===== src/rtl/opb_single_master_arbiter_if.sv =====
// Bundles the bridge-master request/address/data signals, the per-slave
// responses and the shared OPB outputs of the single-master arbiter.
interface opb_single_master_arbiter_if #(
   parameter int NUM_SLAVES = 4
);
   logic                       M_request;
   logic                       M_busLock;
   logic                       M_select;
   logic                       M_RNW;
   logic [0:3]                 M_BE;
   logic                       M_seqAddr;
   logic [0:31]                M_ABus;
   logic [0:31]                M_DBus;

   logic                       OPB_MGrant;
   logic                       OPB_select;
   logic                       OPB_RNW;
   logic [0:3]                 OPB_BE;
   logic                       OPB_seqAddr;
   logic [0:31]                OPB_ABus;
   logic [0:31]                OPB_DBus;
   logic                       OPB_xferAck;
   logic                       OPB_errAck;
   logic                       OPB_retry;
   logic                       OPB_timeout;

   logic [NUM_SLAVES-1:0]      Sl_xferAck;
   logic [NUM_SLAVES-1:0]      Sl_errAck;
   logic [NUM_SLAVES-1:0]      Sl_retry;
   logic [NUM_SLAVES-1:0]      Sl_toutSup;
   logic [NUM_SLAVES*32-1:0]   Sl_DBus;

   // Environment side: drives master requests and slave responses.
   modport master (
      output M_request, M_busLock, M_select, M_RNW, M_BE, M_seqAddr, M_ABus, M_DBus,
      output Sl_xferAck, Sl_errAck, Sl_retry, Sl_toutSup, Sl_DBus,
      input  OPB_MGrant, OPB_select, OPB_RNW, OPB_BE, OPB_seqAddr, OPB_ABus,
      input  OPB_DBus, OPB_xferAck, OPB_errAck, OPB_retry, OPB_timeout
   );

   // Arbiter side.
   modport slave (
      input  M_request, M_busLock, M_select, M_RNW, M_BE, M_seqAddr, M_ABus, M_DBus,
      input  Sl_xferAck, Sl_errAck, Sl_retry, Sl_toutSup, Sl_DBus,
      output OPB_MGrant, OPB_select, OPB_RNW, OPB_BE, OPB_seqAddr, OPB_ABus,
      output OPB_DBus, OPB_xferAck, OPB_errAck, OPB_retry, OPB_timeout
   );
endinterface


===== src/rtl/opb_single_master_arbiter.sv =====
// Single-master OPB arbiter: grant FSM, master gating, slave response OR,
// bus timeout generation and saturating debug counters.
module opb_single_master_arbiter #(
   parameter int NUM_SLAVES     = 4,
   parameter int TIMEOUT_CYCLES = 16
) (
   input  logic                    OPB_Clk,
   input  logic                    OPB_Rst_n,
   opb_single_master_arbiter_if.slave bus,
   output logic [15:0]             xfer_count,
   output logic [7:0]              tout_count
);

   typedef enum logic [1:0] {
      IDLE  = 2'd0,
      GRANT = 2'd1,
      OWN   = 2'd2
   } state_t;

   localparam logic [7:0] TOUT_LAST = 8'(TIMEOUT_CYCLES - 1);

   function automatic logic [15:0] sat_inc16(input logic [15:0] v);
      return (v == 16'hFFFF) ? v : v + 16'd1;
   endfunction

   function automatic logic [7:0] sat_inc8(input logic [7:0] v);
      return (v == 8'hFF) ? v : v + 8'd1;
   endfunction

   state_t       state_r;
   state_t       state_nxt_s;
   logic         grant_r;
   logic         own_s;
   logic         sel_s;
   logic         xack_s;
   logic         eack_s;
   logic         retry_s;
   logic         multi_s;
   logic         tclr_s;
   logic [7:0]   tcnt_inc_s;
   logic [4:0]   ack_cnt_s;
   logic [31:0]  slv_dbus_s;
   logic [31:0]  mst_dbus_s;
   logic [7:0]   tcnt_r;
   logic         tout_r;
   logic         done_r;
   logic [15:0]  xfer_cnt_r;
   logic [7:0]   tout_cnt_r;

   // State register and registered grant pulse.
   always_ff @(posedge OPB_Clk or negedge OPB_Rst_n) begin
      if (!OPB_Rst_n) begin
         state_r <= IDLE;
         grant_r <= 1'b0;
      end else begin
         state_r <= state_nxt_s;
         grant_r <= (state_nxt_s == GRANT);
      end
   end

   // Next-state logic; bus lock pins ownership regardless of request.
   always_comb begin
      state_nxt_s = state_r;
      case (state_r)
         IDLE: begin
            if (bus.M_request) state_nxt_s = GRANT;
            else               state_nxt_s = IDLE;
         end
         GRANT: state_nxt_s = OWN;
         OWN: begin
            if (!bus.M_request && !bus.M_select && !bus.M_busLock) state_nxt_s = IDLE;
            else                                                    state_nxt_s = OWN;
         end
         default: state_nxt_s = IDLE;
      endcase
   end

   // Master gating and OR-reduction of slave responses.
   always_comb begin
      own_s      = (state_r == OWN);
      sel_s      = bus.M_select & own_s;
      xack_s     = |bus.Sl_xferAck;
      eack_s     = |bus.Sl_errAck;
      retry_s    = |bus.Sl_retry;
      ack_cnt_s  = 5'd0;
      slv_dbus_s = 32'd0;
      for (int i = 0; i < NUM_SLAVES; i++) begin
         ack_cnt_s  = ack_cnt_s + 5'(bus.Sl_xferAck[i]);
         slv_dbus_s = slv_dbus_s | bus.Sl_DBus[i*32 +: 32];
      end
      multi_s = (ack_cnt_s > 5'd1);
      if (sel_s && !bus.M_RNW) mst_dbus_s = bus.M_DBus;
      else                     mst_dbus_s = 32'd0;
      tclr_s     = !sel_s | xack_s | eack_s | retry_s | (|bus.Sl_toutSup);
      tcnt_inc_s = tcnt_r + 8'd1;
   end

   assign bus.OPB_MGrant  = grant_r;
   assign bus.OPB_select  = sel_s;
   assign bus.OPB_RNW     = sel_s ? bus.M_RNW     : 1'b0;
   assign bus.OPB_BE      = sel_s ? bus.M_BE      : 4'd0;
   assign bus.OPB_seqAddr = sel_s ? bus.M_seqAddr : 1'b0;
   assign bus.OPB_ABus    = sel_s ? bus.M_ABus    : 32'd0;
   assign bus.OPB_DBus    = mst_dbus_s | slv_dbus_s;
   assign bus.OPB_xferAck = xack_s;
   assign bus.OPB_errAck  = eack_s | multi_s;
   assign bus.OPB_retry   = retry_s;
   assign bus.OPB_timeout = tout_r;

   // Timeout counter; done_r blocks a second pulse until select drops.
   always_ff @(posedge OPB_Clk or negedge OPB_Rst_n) begin
      if (!OPB_Rst_n) begin
         tcnt_r <= 8'd0;
         tout_r <= 1'b0;
         done_r <= 1'b0;
      end else if (tclr_s) begin
         tcnt_r <= 8'd0;
         tout_r <= 1'b0;
         if (!sel_s) done_r <= 1'b0;
         else        done_r <= done_r;
      end else if (!done_r) begin
         tcnt_r <= tcnt_inc_s;
         tout_r <= (tcnt_inc_s == TOUT_LAST);
         done_r <= (tcnt_inc_s == TOUT_LAST);
      end else begin
         tout_r <= 1'b0;
      end
   end

   // Saturating debug counters.
   always_ff @(posedge OPB_Clk or negedge OPB_Rst_n) begin
      if (!OPB_Rst_n) begin
         xfer_cnt_r <= 16'd0;
         tout_cnt_r <= 8'd0;
      end else begin
         if (xack_s && sel_s) xfer_cnt_r <= sat_inc16(xfer_cnt_r);
         else                 xfer_cnt_r <= xfer_cnt_r;
         if (tout_r) tout_cnt_r <= sat_inc8(tout_cnt_r);
         else        tout_cnt_r <= tout_cnt_r;
      end
   end

   assign xfer_count = xfer_cnt_r;
   assign tout_count = tout_cnt_r;

endmodule


===== src/flat_wrapper.sv =====
// flat-port wrapper written by rule: the top's interface ports become plain ports
module opb_single_master_arbiter_flat 
#(
   parameter int NUM_SLAVES     = 4,
   parameter int TIMEOUT_CYCLES = 16
)
  (OPB_Clk, OPB_Rst_n, xfer_count, tout_count, bus_M_request, bus_M_busLock, bus_M_select, bus_M_RNW, bus_M_BE, bus_M_seqAddr, bus_M_ABus, bus_M_DBus, bus_Sl_xferAck, bus_Sl_errAck, bus_Sl_retry, bus_Sl_toutSup, bus_Sl_DBus, bus_OPB_MGrant, bus_OPB_select, bus_OPB_RNW, bus_OPB_BE, bus_OPB_seqAddr, bus_OPB_ABus, bus_OPB_DBus, bus_OPB_xferAck, bus_OPB_errAck, bus_OPB_retry, bus_OPB_timeout);
  opb_single_master_arbiter_if #(.NUM_SLAVES(NUM_SLAVES)) bus_i ();
  input  logic OPB_Clk;
  input  logic OPB_Rst_n;
  output logic [15:0] xfer_count;
  output logic [7:0] tout_count;
  input wire logic [$bits(bus_i.M_request)-1:0] bus_M_request;
  input wire logic [$bits(bus_i.M_busLock)-1:0] bus_M_busLock;
  input wire logic [$bits(bus_i.M_select)-1:0] bus_M_select;
  input wire logic [$bits(bus_i.M_RNW)-1:0] bus_M_RNW;
  input wire logic [$bits(bus_i.M_BE)-1:0] bus_M_BE;
  input wire logic [$bits(bus_i.M_seqAddr)-1:0] bus_M_seqAddr;
  input wire logic [$bits(bus_i.M_ABus)-1:0] bus_M_ABus;
  input wire logic [$bits(bus_i.M_DBus)-1:0] bus_M_DBus;
  input wire logic [$bits(bus_i.Sl_xferAck)-1:0] bus_Sl_xferAck;
  input wire logic [$bits(bus_i.Sl_errAck)-1:0] bus_Sl_errAck;
  input wire logic [$bits(bus_i.Sl_retry)-1:0] bus_Sl_retry;
  input wire logic [$bits(bus_i.Sl_toutSup)-1:0] bus_Sl_toutSup;
  input wire logic [$bits(bus_i.Sl_DBus)-1:0] bus_Sl_DBus;
  output wire logic [$bits(bus_i.OPB_MGrant)-1:0] bus_OPB_MGrant;
  output wire logic [$bits(bus_i.OPB_select)-1:0] bus_OPB_select;
  output wire logic [$bits(bus_i.OPB_RNW)-1:0] bus_OPB_RNW;
  output wire logic [$bits(bus_i.OPB_BE)-1:0] bus_OPB_BE;
  output wire logic [$bits(bus_i.OPB_seqAddr)-1:0] bus_OPB_seqAddr;
  output wire logic [$bits(bus_i.OPB_ABus)-1:0] bus_OPB_ABus;
  output wire logic [$bits(bus_i.OPB_DBus)-1:0] bus_OPB_DBus;
  output wire logic [$bits(bus_i.OPB_xferAck)-1:0] bus_OPB_xferAck;
  output wire logic [$bits(bus_i.OPB_errAck)-1:0] bus_OPB_errAck;
  output wire logic [$bits(bus_i.OPB_retry)-1:0] bus_OPB_retry;
  output wire logic [$bits(bus_i.OPB_timeout)-1:0] bus_OPB_timeout;
  assign bus_i.M_request = bus_M_request;
  assign bus_i.M_busLock = bus_M_busLock;
  assign bus_i.M_select = bus_M_select;
  assign bus_i.M_RNW = bus_M_RNW;
  assign bus_i.M_BE = bus_M_BE;
  assign bus_i.M_seqAddr = bus_M_seqAddr;
  assign bus_i.M_ABus = bus_M_ABus;
  assign bus_i.M_DBus = bus_M_DBus;
  assign bus_i.Sl_xferAck = bus_Sl_xferAck;
  assign bus_i.Sl_errAck = bus_Sl_errAck;
  assign bus_i.Sl_retry = bus_Sl_retry;
  assign bus_i.Sl_toutSup = bus_Sl_toutSup;
  assign bus_i.Sl_DBus = bus_Sl_DBus;
  assign bus_OPB_MGrant = bus_i.OPB_MGrant;
  assign bus_OPB_select = bus_i.OPB_select;
  assign bus_OPB_RNW = bus_i.OPB_RNW;
  assign bus_OPB_BE = bus_i.OPB_BE;
  assign bus_OPB_seqAddr = bus_i.OPB_seqAddr;
  assign bus_OPB_ABus = bus_i.OPB_ABus;
  assign bus_OPB_DBus = bus_i.OPB_DBus;
  assign bus_OPB_xferAck = bus_i.OPB_xferAck;
  assign bus_OPB_errAck = bus_i.OPB_errAck;
  assign bus_OPB_retry = bus_i.OPB_retry;
  assign bus_OPB_timeout = bus_i.OPB_timeout;
  opb_single_master_arbiter #(.NUM_SLAVES(NUM_SLAVES), .TIMEOUT_CYCLES(TIMEOUT_CYCLES)) u_core (.OPB_Clk(OPB_Clk), .OPB_Rst_n(OPB_Rst_n), .bus(bus_i), .xfer_count(xfer_count), .tout_count(tout_count));
endmodule

===== config.mk =====
export PLATFORM = sky130hd
export DESIGN_NAME = opb_single_master_arbiter_flat
export DESIGN_NICKNAME = d
export VERILOG_FILES = /design/src/rtl/opb_single_master_arbiter_if.sv /design/src/rtl/opb_single_master_arbiter.sv /design/src/flat_wrapper.sv
export SDC_FILE = /design/constraint.sdc
export NUM_CORES = 1
export LEC_CHECK = 0
export CORE_AREA = 2 2 124 126
export DETAILED_ROUTE_END_ITERATION = 10
export DIE_AREA = 0 0 126 128
export SYNTH_ARGS = -nofsm -noshare
export SYNTH_HDL_FRONTEND = slang
export SYNTH_SLANG_ARGS = --single-unit

===== constraint.sdc =====
create_clock -name OPB_Clk -period 1.5 [get_ports OPB_Clk]
set_input_delay 0.3 -clock OPB_Clk [delete_from_list [all_inputs] [get_ports OPB_Clk]]
set_output_delay 0.3 -clock OPB_Clk [all_outputs]
set_load 0.005 [all_outputs]

==> results.txt <==
----------------------------------------------------
[Synth]
  Syn Std Cell Area ... 2710 um2
  Post-synthesis instance total ... 335
  Count of distinct cell types in the synthesized netlist ... 50
  Flip-flop and latch count after synthesis ... 37
  Average size of a mapped cell ... 8.09 um2
  Post-Syn Nets ... 561
  Cells taking the most area after synthesis ... sky130_fd_sc_hd__dfrtp_1, sky130_fd_sc_hd__nand2_1, sky130_fd_sc_hd__and2_1
  Ys Warns ... 0
  Cell taking the most area after synthesis ... sky130_fd_sc_hd__dfrtp_1
  Proportion of netlist area held by the largest area contributor ... 34.1%
  Portion of the post-synthesis area used by sequential elements ... 34.1%

[Drt]
  Routed via count ... around 4200
  Post-Route WL ... ~17000 um
  Number of nets still failing antenna checks after routing ... 0
  Post-route DRC ... 0
  Iter 0 DRT Violations ... 100
  WL per Instance ... 18.2 um
  Average vias per placed instance ... approximately 4.4
  Number of search-and-repair iterations in the first detailed-routing pass ... 4

[Clock tree]
  Clock insertion delay at the later pin of the skew report ... 0.28 ns
  Sink Count ... 37
  Maximum clock insertion buffer count ... 2
  Clk root buf ... sky130_fd_sc_hd__clkbuf_16
  TritonCTS buffer count ... 5
  TritonCTS clock tree ... built
  Clock-pin slew of the registers on the worst-case setup and hold paths ... 0.06 ns
  H-tree levels ... 2

[Critical path]
  Endpoint kind of the worst setup timing path ... primary output
  Critical Path RT ... 1.20 ns
  Worst path most repeated cell ... sky130_fd_sc_hd__buf_12
  Buffers and inverters on the worst path ... 5
  Critical Path Max Stage Delay ... about 0.37 ns
  WS Path Type ... register to primary output
  Crit path cell chain ... and3b_2 -> nor2b_4 -> buf_6 -> buf_12 -> buf_8 -> buf_12 -> nand2_2 -> nand2_1 -> buf_2
  Family with the most delay on the worst path ... buffers and inverters
  Critical path data arrival time ... 1.73 ns
  Critical path startpoint category ... register
  Maximum fanout encountered on the critical timing path ... 4
  Cell with the largest stage delay on the worst path ... sky130_fd_sc_hd__dfrtp_1

[Timing]
  Number of max-slew violations in the final report ... 0
  Setup clock skew after layout ... 0.00379 ns
  Relative slew slack ... 65.1%
  Final setup viols ... 90
  Hold slack final ... 0.475 ns
  RSZ-0062 raised after global routing ... yes
  Setup Total Neg Slack ... -33.77 ns
  Final setup slack of the worst path ... -0.531 ns
  Max Fclk ... 492 MHz
  Total count of hold-check failures in the final report ... 0
  Crit share post-route ... 135%
  Shortest period the worst path allows ... 2.03 ns
  Transition time at the pin with the least slew margin ... 0.521 ns

[Floorplan]
  Area of the core region ... about 15000 um2
  Count of boundary I/O pins ... 319
  Std cell rows ... 45
  Overall die area ... 16100 um2
  Initial cell density of the core ... 18.2%
  Width of the die ... 126 um
  Die H ... 128 um

[Final layout]
  Fraction of final layout cells sized beyond drive strength 1 ... a little under two fifths
  Number of fillers in the final layout ... 1382
  Final Util ... 50.7%
  Syn-to-layout area delta ... 178%
  Post-layout net count ... 975

[Run status]
  Violated checks ... setup timing
  Outcome ... finished with violations

[Pwr]
  Clock network fraction of total power ... 24.7%
  Combinational group share of total power ... 52.3%
  Maximum vdd drop ... roughly 0.50 mV
  Sw Ratio ... 27.8%
  Part of the total power dissipated in sequential elements ... 23.0%
  Cell internal pwr ... 3590 uW
  Cell area power density ... about 660 nW/um2
  Cell leakage power ... about 0.0034 uW
  P_sw ... roughly 1400 uW

[Job]
  Count of max-cap constraint violations ... 0

[GRT]
  Pin count of the biggest net entering global routing ... 23
  Global-route wire length before repair ... 24700 um
  GRT Resource Usage Total ... 20.0%
  Total grt overflow ... 0
  Via count of the first global-routing pass ... between 4000 and 5000
  Number of antenna violations at the first check in global routing ... 6

[Placement]
  Routability Congestion ... 0.832
  Port buffer count ... 318
  Half-perimeter wire length of the detailed placement result ... ~13000 um

[Worst hold path]
  Hold/Removal Path Class ... primary input to async pin

----------------------------------------------------
[cell type report]
class / instances / area (um2) / share of cell area (%)
repair buffers: 419 / 4000 / 53.1
multi-input cells: 279 / 2160 / 28.7
flip-flops and latches: 37 / 927 / 12.3
well taps: 188 / 235 / 3.12
clock buffers: 7 / 143 / 1.89
inverters: 7 / 31.3 / 0.415
clock inverters: 1 / 30.0 / 0.399
diodes: 4 / 10.0 / 0.133
[worst paths after layout]
| kind | from | endpoint | slack (ns) | cells past startpoint |
|---|---|---|---|---|
| setup / recovery | u_core.state_r[0] | bus_OPB_DBus[3] | -0.53 | 9 |
| min in group OPB_Clk | bus_M_select | u_core.state_r[1] | 0.49 | 3 |
| hold / removal | OPB_Rst_n | u_core.tcnt_r[0] | 0.48 | 2 |
| hold reg to reg | u_core.tout_count[3] | u_core.tout_count[3] | 0.51 | 1 |
| max in group asynchronous | OPB_Rst_n | u_core.xfer_count[11] | 0.56 | 3 |
| setup reg to reg | u_core.state_r[0] | u_core.xfer_count[8] | -0.43 | 9 |
[per-layer routing]
layer | GRT usage, % | vias up | part of all wire [%]
met5 | 0 | - | 0.19
met4 | 4.20 | 4 | 1.9
met3 | 6.55 | 20 | 8.3
met2 | 35.5 | 204 | 50
met1 | 23.7 | 1901 | 39
li1 | - | 2022 | -
[stage by stage]
stage | power, uW | area, um2 | instances | setup slack, ns
5_1_grt | 5240 | 7530 | 940 | -0.597
6_report | 4970 | 7530 | 942 | -0.531
3_3_place_gp | 3040 | 6480 | 875 | -0.957
2_1_floorplan | 1680 | 2750 | 335 | -0.0272
4_1_cts | 5000 | 7370 | 937 | -0.594
3_5_place_dp | 3060 | 6480 | 875 | -0.978
[timing repair]
action	in CTS	in global routing
buffers inserted	48	8
endpoints found under the hold margin	15	0
pin swaps	58	24
gates cloned	6	0
hold buffers	1	0
setup endpoints to repair	122	104
resized for setup	469	56
[synth_stat cells (all sizes together)]
master	n
nand2	77
and2	41
dfrtp	37
nor4	35
nor2	15
xor2	14
nand3	13
xnor2	10
nand4	8
a21oi	7
ha	7
inv	7
buf	6
clkbuf	6
and3	5
and4	5
nor3	5
a31oi	4
or4	4
mux2	3
nor2b	3
o21ai	3
a211oi	2
nor3b	2
nor4b	2
a2111o	1
a211o	1
a21bo	1
a41oi	1
and3b	1
nand2b	1
nand3b	1
o21a	1
o21bai	1
o22ai	1
o311ai	1
o31a	1
or3	1
or3b	1
[cells in the final DEF, fill, tap and decap left out, types with 3 or more instances in the layout]
cell,synthesis,routed
sky130_fd_sc_hd__and2_4,0,11
sky130_fd_sc_hd__clkbuf_16,0,5
sky130_fd_sc_hd__buf_12,0,7
sky130_fd_sc_hd__diode_2,0,4
sky130_fd_sc_hd__buf_8,0,6
sky130_fd_sc_hd__buf_6,1,46
sky130_fd_sc_hd__dfrtp_1,37,36
sky130_fd_sc_hd__nand3_1,11,7
sky130_fd_sc_hd__nor3_1,4,3
sky130_fd_sc_hd__inv_1,7,5
sky130_fd_sc_hd__nand3_2,2,4
sky130_fd_sc_hd__ha_1,7,3
sky130_fd_sc_hd__nand2_2,0,30
sky130_fd_sc_hd__nor2_2,0,3
sky130_fd_sc_hd__or4_4,1,3
sky130_fd_sc_hd__clkdlybuf4s50_1,0,207
sky130_fd_sc_hd__a21oi_2,0,3
sky130_fd_sc_hd__ha_4,0,3
sky130_fd_sc_hd__buf_4,0,58
sky130_fd_sc_hd__and4_1,3,3
sky130_fd_sc_hd__dlymetal6s2s_1,0,4
sky130_fd_sc_hd__buf_2,5,52
sky130_fd_sc_hd__xnor2_1,10,10
sky130_fd_sc_hd__nand4_1,7,7
sky130_fd_sc_hd__nor4_1,35,32
sky130_fd_sc_hd__nor2_1,15,11
sky130_fd_sc_hd__nand2_1,77,32
sky130_fd_sc_hd__and3_1,4,4
sky130_fd_sc_hd__clkdlybuf4s15_1,0,8
sky130_fd_sc_hd__buf_16,0,4
sky130_fd_sc_hd__nand2_4,0,15
sky130_fd_sc_hd__dlygate4sd2_1,0,22
sky130_fd_sc_hd__and2_1,40,29
sky130_fd_sc_hd__clkdlybuf4s15_2,0,3
sky130_fd_sc_hd__a21oi_1,7,4
sky130_fd_sc_hd__xor2_1,14,14
[power by group through the flow]
stage / clock, uW / sequential [uW] / combinational, uW
after global routing: 1310 / 1160 / 2780
after floorplan: 0 / 1210 / 476
after CTS: 1250 / 1150 / 2600
after global placement: 0 / 1170 / 1870
final: 1230 / 1150 / 2600
after detailed placement: 0 / 1170 / 1890
[cells by family (layout without fill, tap and decap cells)]
kind of cell               after synthesis  in the layout  share of synthesized area [%]
and+or+nand+nor                        220            220                           43.9
buffers and inverters                   19            434                           3.14
AOI/OAI and AO/OA                       25             25                           6.41
DFF                                     37             37                           34.1
adders and majority gates                7              7                           3.23
other                                    0              4                              0
xor gates and xnor gates                24             24                           7.75
muxes                                    3              3                           1.38
[registers in the layout, indices dropped and copies added (netlist names)]
signal,flops
u_core.tcnt_r,8
u_core.bus.OPB_MGrant,1
u_core.xfer_count,16
u_core.tout_count,8
u_core.bus.OPB_timeout,1
u_core.state_r,2
u_core.done_r,1
Note: power is estimated with default switching activity, not from simulation.
